**config.mk**
```make
export PLATFORM = sky130hd
export DESIGN_NAME = hazard_scoreboard_flat
export DESIGN_NICKNAME = d
export VERILOG_FILES = /design/src/rtl/hazard_scoreboard_if.sv /design/src/rtl/hazard_scoreboard.sv /design/src/flat_wrapper.sv
export SDC_FILE = /design/constraint.sdc
export NUM_CORES = 1
export LEC_CHECK = 0
export CORE_AREA = 2 2 43 52
export CTS_CLUSTER_SIZE = 30
export DETAILED_ROUTE_END_ITERATION = 10
export DIE_AREA = 0 0 45 54
export PLACE_DENSITY = 0.8
export SLEW_MARGIN = 30
export SYNTH_ARGS = -nofsm -noshare
export SYNTH_HDL_FRONTEND = slang
export SYNTH_SLANG_ARGS = --single-unit
```
**constraint.sdc**
```tcl
create_clock -name clk -period 3.6 [get_ports clk]
set_input_delay 1.08 -clock clk [delete_from_list [all_inputs] [get_ports clk]]
set_output_delay 1.08 -clock clk [all_outputs]
set_load 0.01 [all_outputs]
```
**src/rtl/hazard_scoreboard_if.sv**
```systemverilog
// ID-stage instruction fields in, forwarding-mux destination tags and stall out.
interface hazard_scoreboard_if #(
  parameter int RBITS = 4
);
  logic             id_valid;
  logic [RBITS-1:0] id_src1;
  logic [RBITS-1:0] id_src2;
  logic             id_use1;
  logic             id_use2;
  logic [RBITS-1:0] id_dest;
  logic             id_wren;
  logic             id_load;
  logic             id_mul;
  logic             stall;
  logic [RBITS-1:0] ex_dest;
  logic             ex_wren;
  logic [RBITS-1:0] mem_dest;
  logic             mem_wren;
  logic             mul_busy;

  modport master (
    output id_valid, id_src1, id_src2, id_use1, id_use2,
           id_dest, id_wren, id_load, id_mul,
    input  stall, ex_dest, ex_wren, mem_dest, mem_wren, mul_busy
  );

  modport slave (
    input  id_valid, id_src1, id_src2, id_use1, id_use2,
           id_dest, id_wren, id_load, id_mul,
    output stall, ex_dest, ex_wren, mem_dest, mem_wren, mul_busy
  );
endinterface

```
**src/rtl/hazard_scoreboard.sv**
```systemverilog
// Tracks EX/MEM destinations for operand forwarding and stalls ID on
// load-use hazards and while a multi-cycle multiply occupies EX.
module hazard_scoreboard #(
  parameter int RBITS   = 4,
  parameter int MUL_LAT = 3
) (
  input logic               clk,
  input logic               reset,
  hazard_scoreboard_if.slave bus
);
  localparam int MW = $clog2(MUL_LAT) + 1;

  typedef struct packed {
    logic [RBITS-1:0] dest;
    logic             wren;
    logic             load;
    logic             mul;
  } ex_slot_t;

  typedef struct packed {
    logic [RBITS-1:0] dest;
    logic             wren;
  } mem_slot_t;

  localparam ex_slot_t  EX_BUBBLE  = '0;
  localparam mem_slot_t MEM_BUBBLE = '0;

  ex_slot_t  ex_q,   ex_d;
  mem_slot_t mem_q,  mem_d;
  logic [MW-1:0] mcnt_q, mcnt_d;

  logic mul_busy;
  logic luh;
  logic stall;
  logic accept_mul;

  // NOTE: every always_comb output gets a default first so no path can infer a latch.
  always_comb begin
    ex_d   = ex_q;
    mem_d  = mem_q;
    mcnt_d = mcnt_q;

    // mcnt is only nonzero while the multiply still sits in EX
    mul_busy = ex_q.mul & (mcnt_q != '0);
    luh = ex_q.load & ex_q.wren & bus.id_valid &
          ((bus.id_use1 & (bus.id_src1 == ex_q.dest)) |
           (bus.id_use2 & (bus.id_src2 == ex_q.dest)));
    stall = bus.id_valid & (mul_busy | luh);

    // A load flagged as a multiply is treated purely as a load
    accept_mul = bus.id_valid & bus.id_mul & ~bus.id_load;

    if (mul_busy) begin
      mem_d  = MEM_BUBBLE;
      mcnt_d = mcnt_q - MW'(1);
    end else begin
      mem_d = '{dest: ex_q.dest, wren: ex_q.wren};
      if (stall || !bus.id_valid) begin
        ex_d = EX_BUBBLE;
      end else begin
        ex_d = '{dest: bus.id_dest, wren: bus.id_wren,
                 load: bus.id_load, mul: accept_mul};
        if (accept_mul) mcnt_d = MW'(MUL_LAT - 1);
      end
    end
  end

  // NOTE: sequential state uses non-blocking assignments so all flops update together.
  always_ff @(posedge clk) begin
    if (reset) begin
      ex_q   <= EX_BUBBLE;
      mem_q  <= MEM_BUBBLE;
      mcnt_q <= '0;
    end else begin
      ex_q   <= ex_d;
      mem_q  <= mem_d;
      mcnt_q <= mcnt_d;
    end
  end

  assign bus.stall    = stall;
  assign bus.mul_busy = mul_busy;
  assign bus.ex_dest  = ex_q.dest;
  assign bus.ex_wren  = ex_q.wren;
  assign bus.mem_dest = mem_q.dest;
  assign bus.mem_wren = mem_q.wren;
endmodule

```
**src/flat_wrapper.sv**
```systemverilog
// flat-port wrapper written by rule: the top's interface ports become plain ports
module hazard_scoreboard_flat 
#(
  parameter int RBITS   = 4,
  parameter int MUL_LAT = 3
)
  (clk, reset, bus_id_valid, bus_id_src1, bus_id_src2, bus_id_use1, bus_id_use2, bus_id_dest, bus_id_wren, bus_id_load, bus_id_mul, bus_stall, bus_ex_dest, bus_ex_wren, bus_mem_dest, bus_mem_wren, bus_mul_busy);
  hazard_scoreboard_if #(.RBITS(RBITS)) bus_i ();
  input logic clk;
  input logic reset;
  input wire logic [$bits(bus_i.id_valid)-1:0] bus_id_valid;
  input wire logic [$bits(bus_i.id_src1)-1:0] bus_id_src1;
  input wire logic [$bits(bus_i.id_src2)-1:0] bus_id_src2;
  input wire logic [$bits(bus_i.id_use1)-1:0] bus_id_use1;
  input wire logic [$bits(bus_i.id_use2)-1:0] bus_id_use2;
  input wire logic [$bits(bus_i.id_dest)-1:0] bus_id_dest;
  input wire logic [$bits(bus_i.id_wren)-1:0] bus_id_wren;
  input wire logic [$bits(bus_i.id_load)-1:0] bus_id_load;
  input wire logic [$bits(bus_i.id_mul)-1:0] bus_id_mul;
  output wire logic [$bits(bus_i.stall)-1:0] bus_stall;
  output wire logic [$bits(bus_i.ex_dest)-1:0] bus_ex_dest;
  output wire logic [$bits(bus_i.ex_wren)-1:0] bus_ex_wren;
  output wire logic [$bits(bus_i.mem_dest)-1:0] bus_mem_dest;
  output wire logic [$bits(bus_i.mem_wren)-1:0] bus_mem_wren;
  output wire logic [$bits(bus_i.mul_busy)-1:0] bus_mul_busy;
  assign bus_i.id_valid = bus_id_valid;
  assign bus_i.id_src1 = bus_id_src1;
  assign bus_i.id_src2 = bus_id_src2;
  assign bus_i.id_use1 = bus_id_use1;
  assign bus_i.id_use2 = bus_id_use2;
  assign bus_i.id_dest = bus_id_dest;
  assign bus_i.id_wren = bus_id_wren;
  assign bus_i.id_load = bus_id_load;
  assign bus_i.id_mul = bus_id_mul;
  assign bus_stall = bus_i.stall;
  assign bus_ex_dest = bus_i.ex_dest;
  assign bus_ex_wren = bus_i.ex_wren;
  assign bus_mem_dest = bus_i.mem_dest;
  assign bus_mem_wren = bus_i.mem_wren;
  assign bus_mul_busy = bus_i.mul_busy;
  hazard_scoreboard #(.RBITS(RBITS), .MUL_LAT(MUL_LAT)) u_core (.clk(clk), .reset(reset), .bus(bus_i));
endmodule
```
# After elaboration in Yosys (flattened, before gate mapping)
# Index checks and enable logic that the tools add are counted.
# word_totals
regBits	15
input_bits	20
word_cells	33
# op_classes
addsub	1
n_eq_ne	3
mux	4
bitwise	12
n_reduce_logical	6
# op_table
op	count
bitwise AND 1 bit	9
two-way mux 3 bit	3
equality test 4 bit	2
two-way mux 7 bit	1
nonzero test 3 bit	1
subtractor 3 x 1 -> 3 bit (second input constant)	1
inequality test 2 bit (second input constant)	1
OR 1 bit	2
AND reduction 2 bit	1
nonzero test 2 bit	1
OR reduction 2 bit	1
zero test 1 bit	1
logical OR 1 bit	1
inverter 1 bit	1

# Logic depth before layout (Yosys ltp)
# Gate-level depths: netlist of the first run.
# depth
ltp_word	9
depth_mapped	8
ltp_nobuf	8

# Least setup slack after synthesis of the first run
# OpenSTA, ideal clock, no wires.
# synth_timing
kind	input to output
from	in bus_id_src2[0]
to	out bus_stall
arrival_ns	2.234
required_ns	2.520
slack_ns	0.286
cell_stages	5
n_path_buf	1
cell_sequence	xor2_1 > or4_4 > buf_6 > and3_4 > nor2b_1
# synth_between
elab_chain_cells	6
# synth_lines
item	line_no	text
start, declared	flat_wrapper.sv:13	input wire logic [$bits(bus_i.id_src2)-1:0] bus_id_src2;
equality test 4 bit	hazard_scoreboard.sv:47	(bus.id_use2 & (bus.id_src2 == ex_q.dest)));
bitwise AND 1 bit	hazard_scoreboard.sv:47	
OR 1 bit	hazard_scoreboard.sv:46	((bus.id_use1 & (bus.id_src1 == ex_q.dest)) |
bitwise AND 1 bit	hazard_scoreboard.sv:45	luh = ex_q.load & ex_q.wren & bus.id_valid &
OR 1 bit	hazard_scoreboard.sv:48	stall = bus.id_valid & (mul_busy | luh);
bitwise AND 1 bit	hazard_scoreboard.sv:48	
end, declared	flat_wrapper.sv:20	output wire logic [$bits(bus_i.stall)-1:0] bus_stall;
# No other way between the ends.

# Final worst setup path of the first run
# layout_timing
from	in bus_id_src2[3]
to	out bus_stall
# Same word-level chain as after synthesis.

==> results.yml, run 1 <==
outcome:
  status: "complete, no violations"
routing:
  via_count: 702
  viasPerCell: 5.05
  drc: 0
  drtAntennaViolNets: 0
  drt_iter0_markers: 4
  wl_per_cell_um: 13.1
  wl_um: 1820
  first_pass_iters: 4
yosys:
  synthMuxAreaShare_pct: 0
  post_synth_fa_ha_maj_area_fraction_pct: 3.33
  ys_async_sr_fraction_pct: 0
  synth_top_family_by_area: "simple AND/OR/NAND/NOR gates"
  synth_most_common_cell: "dfxtp_1"
  ys_top_cells_by_area: "dfxtp_1, xor2_1, and3_1, a21oi_1, nand3_1"
  synth-seq-cells: 15
  syn_nets: 108
  synth_top_area_share_pct: 40.0
  yosysTopAreaCell: "dfxtp_1"
  synth_area_um2: 751
  synth_edf_count: 0
  seq_area_frac_synth_pct: 40.0
  ys_warn_count: 0
  synth_compound_area_share_pct: 9.17
  syn_area_per_cell_um2: 8.73
  yosys.area_share.simple_pct: 27.3
  syn_inst: 86
  synth-xor-area-share_pct: 10.5
  yosys-top-cells-count: "dfxtp_1, a21oi_1, nand2_1, nand3_1"
  yosysUniqueCellTypes: 26
  synthFlopType: "dfxtp_1"
grt:
  grtUsageTotal_pct: 16.1
  grt_pass1_wl_um: 2740
  grt_pass1_vias: 635
  antenna_found_initial: 0
  gr-total-overflow: 0
  grt_start_max_net_pins: 13
timing:
  fin_skew_ns: 0.00139
  drv_slew: 0
  finalCriticalPeriod_ns: 3.52
  slew_headroom_pct: 70.5
  fin_setup_tns_ns: 0
  finalCritPeriodShare_pct: 97.8
  rsz0062_at_grt: "no"
  worst_pin_slew_ns: 0.442
  max_freq_mhz: 284
  setup_viol: 0
  finalHoldViolCount: 0
power_and_ir_drop:
  power_density_nw_per_um2: 295
  p_leak_nw: 0.494
  ir_drop_uv: 205
  p_total_mw: 0.324
clock_network:
  htree_num_levels: 1
  tritoncts: "built"
  cts_buffer_depth: 2
  insertion_delay_ns: 0.28
  numCtsBuffers: 3
  clk_pin_slew_worst_paths_ns: 0.09
  clock_sinks: 15
  cts_hold_buf: 0
  root_buffer: "clkbuf_4"
final_layout:
  drive_gt1_share_pct: 11.8
  nFillCells: 178
  stdcell_area_um2: 1100
  instances_no_fill: 139
  areaGrowthSynthToFinish_pct: 46.5
  final_nets: 142
  fin_util_pct: 55.5
  diodes: 0
job:
  drv_cap: 0
place:
  portBuffers: 31
  dp.cells: 134
  gp_congestion: 0.826
  post_dp_cell_area_um2: 1070
  place_hpwl_um: 1380
setup_path:
  cp.required_ns: 2.52
  cp.arrival_ns: 2.44
  worstSetupStartpointType: "primary input"
  r2r-start: "u_core.bus.ex_dest[2]$_SDFFE_PP0N_"
  worstRegToRegCells: 6
  cp_max_fo: 2
  regToRegSetupSlack_ns: 1.92
  path_cells: "dlygate4sd2_1 > xor2_1 > or4_4 > and3_4 > nor2b_1 > buf_2"
  slowest_stage: "or4_4"
  max_stage_delay_ns: 0.53
  crit_type: "primary input to primary output"
  reg2reg_to: "u_core.mcnt_q[2]$_SDFFE_PP0P_"
  critPathCaptureType: "primary output"
hold_path:
  min_from: "u_core.ex_q[1]$_SDFFE_PP0N_"
  holdPathEnd: "u_core.ex_q[1]$_SDFFE_PP0N_"
  min_path_cells: 2
  worstHoldPathType: "flip-flop to flip-flop"
floorplan:
  core-area_um2: 1980
  dieArea_um2: 2430
  io_pins: 32
  num_rows: 18
  die_h_um: 54
  start_util_pct: 37.9
  die_width_um: 45
[cell families after synthesis]
kind of cell    Yosys count
buf+inv                  13
compound gates           11
flops                    15
simple gates             36
fa+ha+maj                 2
xor+xnor                  9
[power breakdown]
group / total (mW) / internal (mW) / switching, mW
Sequential: 0.176 / 0.171 / 0.00477
Combinational: 0.0532 / 0.0334 / 0.0198
Clock: 0.0946 / 0.0429 / 0.0516
Total: 0.324 / 0.248 / 0.0762
[final cells by class]
class	count	area (µm²)	share of cell area [%]
Tap cell	20	25.0	2.28
Sequential cell	15	300	27.3
Timing Repair Buffer	37	348	31.6
Inverter	5	18.8	1.71
Multi-Input combinational cell	58	382	34.7
Clock buffer	4	26.3	2.39
[repair_timing]
item,CTS,global route
pin swaps,7,6
gates resized for setup,15,2
endpoints found under the setup margin,1,1
setup buffers,1,0
[worst max-delay path by stage]
stage / to / from / cells after the start
after floorplan: bus_stall / bus_id_src2[0] / 5
after global placement: bus_stall / bus_id_src2[1] / 7
after detailed placement: bus_stall / bus_id_src2[1] / 7
after CTS: bus_stall / bus_id_src2[0] / 6
after global routing: bus_stall / bus_id_src2[3] / 6
final: bus_stall / bus_id_src2[3] / 6
[cell usage in the layout, fill, tap and decap left out, types with 6 or more instances in the layout]
cell type,n
nand3_1,7
nand2_1,7
a21oi_1,7
clkdlybuf4s50_1,20
dfxtp_1,15
buf_4,6
xor2_1,6
and3_1,6
dlygate4sd2_1,6
[registers in the layout, summed over array words and instances (netlist names)]
| name | cells |
|---|---|
| u_core.bus.mem_wren | 1 |
| u_core.bus.ex_wren | 1 |
| u_core.bus.mem_dest | 4 |
| u_core.ex_q | 2 |
| u_core.bus.ex_dest | 4 |
| u_core.mcnt_q | 3 |
[worst max-delay path: cells and delay by family]
kind	cells	cell delay, ns
simple gates	3	0.84
buf+inv	2	0.37
xor+xnor	1	0.15
[metrics by stage]
step                      worst slack [ns]  hold slack [ns]
after floorplan                      0.286            0.446
after global placement              -0.535            0.469
after detailed placement            -0.538            0.482
after CTS                         0.000104            0.493
after global routing                0.0237            0.513
final                               0.0796            0.493
[per-layer routing]
layer	GRT usage (%)	up-vias	routed length [µm]
met1	16.3	321	713
li1	-	356	-
met4	8.82	0	24
met3	5.03	2	136
met5	0	-	0
met2	28.8	23	950
Note: power is estimated with default switching activity, not from simulation.
==> run 2, diff against run 1 <==
- GPL_ROUTABILITY_DRIVEN: default -> 0
==> results of run 2 <==
Same layout as run 1: the final DEF is identical, and so are final timing and power.
==> run 3, diff against run 2 <==
- CORE_AREA: 2 2 43 52 -> 2 2 46 48
- DIE_AREA: 0 0 45 54 -> 0 0 48 50
- PLACE_DENSITY: 0.8 -> 0.81
==> results.yml, run 3 (synthesis gave the netlist of run 1 again) <==
outcome:
  status: "complete, no violations"
grt:
  grt_start_max_net_pins: 13
  grt_pass1_wl_um: 2690
  antenna_found_initial: 0
  grt_pass1_vias: 647
  grtUsageTotal_pct: 16.1
  gr-total-overflow: 0
routing:
  drt_iter0_markers: 14
  viasPerCell: 4.78
  first_pass_iters: 4
  via_count: 689
  wl_um: 1710
  drtAntennaViolNets: 0
  drc: 0
  wl_per_cell_um: 11.8
power_and_ir_drop:
  p_int_mw: 0.248
  ir_drop_uv: 149
  p_seq_share_pct: 54.3
  power_density_nw_per_um2: 297
  power_frac_comb_pct: 16.3
  p_leak_nw: 0.480
  clkPwrFrac_pct: 29.4
  power.share.switching_pct: 23.7
  p_switching_mw: 0.0768
  p_total_mw: 0.324
final_layout:
  layout_common_cells: "clkdlybuf4s50_1, dfxtp_1"
  areaGrowthSynthToFinish_pct: 45.5
  instances_no_fill: 144
  diodes: 0
  final_common_cell: "clkdlybuf4s50_1"
  drive_gt1_share_pct: 12.0
  fin_util_pct: 57.4
  stdcell_area_um2: 1090
  final_nets: 140
clock_network:
  insertion_delay_ns: 0.28
  htree_num_levels: 1
  tritoncts: "built"
  clock_sinks: 15
  cts_hold_buf: 0
  numCtsBuffers: 3
  cts_buffer_depth: 2
  root_buffer: "clkbuf_4"
  clk_pin_slew_worst_paths_ns: 0.08
setup_path:
  r2r-start: "u_core.mcnt_q[0]$_SDFFE_PP0P_"
  crit_type: "primary input to primary output"
  cp.required_ns: 2.52
  max_stage_delay_ns: 0.55
  cp_max_fo: 2
  cp.buffers_inverters: 2
  worstRegToRegCells: 8
  worstSetupStartpointType: "primary input"
  cp.depth: 6
  slowest_stage: "or4_4"
  critPathCaptureType: "primary output"
  cp.arrival_ns: 2.45
  cp_top_family: "simple AND/OR/NAND/NOR gates"
  crit_start: "bus_id_src1[1]"
  path_cells: "dlygate4sd2_1 > xor2_1 > or4_4 > and3_4 > nor2b_1 > buf_2"
timing:
  whs_ns: 0.492
  finalHoldViolCount: 0
  fin_setup_tns_ns: 0
  finalWorstSetupSlack_ns: 0.0726
  fin_skew_ns: 0.00217
  finalCriticalPeriod_ns: 3.53
  slew_headroom_pct: 61.5
  rsz0062_at_grt: "no"
  worst_pin_slew_ns: 0.573
  max_freq_mhz: 283
  finalCritPeriodShare_pct: 98.0
  drv_slew: 0
  setup_viol: 0
floorplan:
  die_h_um: 50
  num_rows: 16
  start_util_pct: 39.5
  core-area_um2: 1900
  io_pins: 32
  die_width_um: 48
  dieArea_um2: 2400
place:
  post_dp_cell_area_um2: 1060
  portBuffers: 31
  dp.cells: 139
  post-place-ws_ns: -0.556
  place_hpwl_um: 1300
job:
  drv_cap: 0
hold_path:
  min_path_cells: 2
  worstHoldPathType: "flip-flop to flip-flop"
  min_from: "u_core.ex_q[1]$_SDFFE_PP0N_"
==> run 3: changes by cell type in the layout (fill, tap and decap cells not counted) <==
cell             previous run  this run
xnor2_2                     0         1
xnor2_1                     3         2
clkdlybuf4s15_1             2         1
dlymetal6s2s_1              2         1
buf_4                       6         4
dlygate4sd2_1               6         7
buf_2                       1         2
==> run 3: final timing paths <==
kind | to | slack [ns]
max | bus_stall | 0.07
min | u_core.ex_q[1]$_SDFFE_PP0N_ | 0.49
max reg2reg | u_core.mcnt_q[2]$_SDFFE_PP0P_ | 1.66
min reg2reg | u_core.ex_q[1]$_SDFFE_PP0N_ | 0.49
==> run 3: power groups by stage <==
stage | Clock (mW) | Combinational, mW | Sequential, mW
final | 0.0955 | 0.0528 | 0.176
after global routing | 0.103 | 0.0576 | 0.177
after CTS | 0.0976 | 0.0535 | 0.176
after detailed placement | 0 | 0.0556 | 0.180
after global placement | 0 | 0.0541 | 0.180
after floorplan | 0 | 0.0225 | 0.180
==> run 3: layout make-up <==
type,instances,area [µm²]
Sequential cell,15,300
Multi-Input combinational cell,58,389
Fill cell,184,810
Timing Repair Buffer,35,324
Inverter,5,18.8
Tap cell,27,33.8
Clock buffer,4,26.3
==> run 3: worst register-to-register path, delay by kind of cell (launching register included) <==
kind,cells,cell delay (ns)
compound gates,2,0.65
buf+inv,3,0.48
flops,1,0.32
simple gates,1,0.18
fa+ha+maj,1,0.16
xor+xnor,1,0.09
==> run 3: repair_timing <==
item	4_1_cts	5_1_grt
pin swaps	7	4
resized for setup	19	1
setup endpoints to repair	1	1
setup buffers	1	0
gates cloned	0	0
==> run 3: layer usage <==
metal	vias to the layer above	part of all wire (%)	GRT usage, %
met4	0	2.7	9.46
met3	4	5.4	4.03
met5	-	0	0
li1	351	-	-
met1	303	41	16.6
met2	31	51	27.3
==> variant: new RTL, config.mk and constraints of run 3 <==
Make the reset (`reset`) asynchronous in one clocked block.
--- a/src/rtl/hazard_scoreboard.sv
+++ b/src/rtl/hazard_scoreboard.sv
@@ -68,3 +68,3 @@
   // NOTE: sequential state uses non-blocking assignments so all flops update together.
-  always_ff @(posedge clk) begin
+  always_ff @(posedge clk or posedge reset) begin
     if (reset) begin
Function: differs if reset is asserted again (counterexample within 4 cycles, from zero or initial values and one cycle with reset high); with reset held inactive, the same outputs for 10 cycles.
==> variant against run 3 <==
Area after synthesis is 1.7% higher. Routed wire length is 3.1% lower. Sequential cell count stayed put. Non-clock buffer count is 3 higher. Final area is 5.5% higher. Count of clock-buffer cells in the layout stayed put. Setup slack better by 0.071 ns. Highest routed layer unchanged.
Power is not compared: it rests on default switching activity, and its combinational part moved more than twofold at a synthesized area within 25%.
==> variant: results (changes against run 3) <==
Clocking
  • Root buffer cell: clkbuf_4 (unchanged)
  • Inserted Clock Buffers: 3 (unchanged)
  • Resized cells post-CTS: 5 (was 19)

Logic synthesis
  • Syn Nets: 91 (was 108)
  • Top cells by count, synth: dfrtp_1, a32o_1, inv_1, xnor2_1 (was dfxtp_1, a21oi_1, nand2_1, nand3_1)
  • Syn avg cell area: 11.1 µm² (was 8.73 µm²)
  • Sequential area share after synthesis: 49.2% (was 40.0%)
  • Synth area leaders: dfrtp_1, a32o_1, xnor2_1, xor2_1, buf_4 (was dfxtp_1, xor2_1, and3_1, a21oi_1, nand3_1)
  • Primary FF master, synth: dfrtp_1 (was dfxtp_1)
  • Synth unique cells: 25 (was 26)
  • Post-synthesis async set-or-reset flop share: 100% (was 0%)
  • Synth warn: 0 (unchanged)

Worst setup path
  • Reg-to-Reg Start: u_core.bus.ex_dest[1]$_DFFE_PP0N_ (was u_core.mcnt_q[0]$_SDFFE_PP0P_)
  • Worst setup path end: bus_stall (unchanged)
  • Worst Reg2Reg Path Length in Cells: 7 (was 8)
  • Crit path max fanout: 2 (unchanged)
  • CP arrival: 2.38 ns (was 2.45 ns)
  • R2R setup slack: 1.88 ns (was 1.66 ns)
  • RR Endpoint: u_core.mcnt_q[0]$_DFFE_PP0P_ (was u_core.mcnt_q[2]$_SDFFE_PP0P_)
  • Critical Path Start: bus_id_src2[1] (was bus_id_src1[1])

Timing
  • Worst hold slack: 0.465 ns (was 0.492 ns)
  • Worst Skew: 0.00263 ns (was 0.00217 ns)
  • Final Max Slew Viols: 0 (unchanged)
  • Slew at the pin with the worst max-slew slack: 0.546 ns (was 0.573 ns)
  • Period utilisation layout: 96.0% (was 98.0%)

Global routing
  • Vias in the first global route: 619 (was 647)
  • First-pass GRT wire length: 2610 µm (was 2690 µm)
  • All-Layer GR Usage: 15.6% (was 16.1%)
  • Largest net degree at the start of global routing: 16 (was 13)

Placement
  • Worst slack at placement: -0.345 ns (was -0.556 ns)
  • Placed Area: 0.00111 mm² (was 0.00106 mm²)
  • DP HPWL: 1320 µm (was 1300 µm)
  • Inst Count DP: 127 (was 139)

Finish
  • Antenna cells: 0 (unchanged)
  • Fillers: 166 (was 184)
  • Layout cell share with drive strength beyond 1: 14.3% (was 12.0%)

Drt
  • Vias post-DR: 636 (was 689)
  • DRC: 0 (unchanged)
  • Iter 0 DRT Violations: 6 (was 14)
  • Routed len/inst: 12.5 µm (was 11.8 µm)
  • Drt via density: 4.82 (was 4.78)
  • Detailed Routing Iterations Pass 1: 4 (unchanged)

Worst hold path
  • WHS Endpoint: u_core.mcnt_q[2]$_DFFE_PP0P_ (was u_core.ex_q[1]$_SDFFE_PP0N_)
  • Min-delay src: u_core.ex_q[0]$_DFFE_PP0N_ (was u_core.ex_q[1]$_SDFFE_PP0N_)
  • WHS Path Cells: 1 (was 2)

Status
  • Run status: completed (unchanged)

Pwr
  • Net Sw Frac: 36.6%
[variant: cell count changes after synthesis, moves of 3 or more]
cell            run 3  this run
dfrtp_1             0        15
dfxtp_1            15         0
a21oi_1             7         0
a32o_1              0         6
nand2_1             7         1
and3_1              6         1
nand3_1             7         2
o21ai_0             0         3
[variant: layout make-up]
cell class	count	area (µm²)	area share [%]
flip-flops and latches	15	375	32.6
repair buffers	38	358	31.1
multi-input cells	42	337	29.2
well taps	27	33.8	2.93
clock buffers	4	26.3	2.28
inverters	6	22.5	1.95
[variant: power groups by stage]
stage	logic, mW	registers [mW]	clock network (mW)
after CTS	0.443	0.306	0.0977
after detailed placement	0.437	0.310	0
after floorplan	0.246	0.307	0
after global routing	0.484	0.318	0.106
final	0.437	0.305	0.0931
after global placement	0.423	0.308	0
[variant: cell families (layout without fill, tap and decap cells)]
kind of cell	count (synthesis)	count (layout)	synth area share (%)
flip-flops	15	15	49.2
AO/OA/AOI/OAI	14	14	14.3
buffers and inverters	12	48	7.87
AND/OR/NAND/NOR	17	17	15.1
adder cells (fa/ha/maj)	2	2	3.28
XOR/XNOR	9	9	10.3
[variant: worst max-delay path, stage by stage]
cell and delay [ns]:
clkdlybuf4s50_1 0.48, xnor2_1 0.12, nand4_1 0.16, nor4_4 0.20, nor3_2 0.09, nor2b_1 0.11
buf_2 0.13
[variant: layer usage]
| metal | global-route usage (%) | routed length [µm] | vias up |
|---|---|---|---|
| met2 | 25.1 | 778 | 29 |
| li1 | - | - | 311 |
| met4 | 8.11 | 19 | 0 |
| met5 | 0 | 0 | - |
| met3 | 1.10 | 121 | 2 |
| met1 | 20.0 | 733 | 294 |
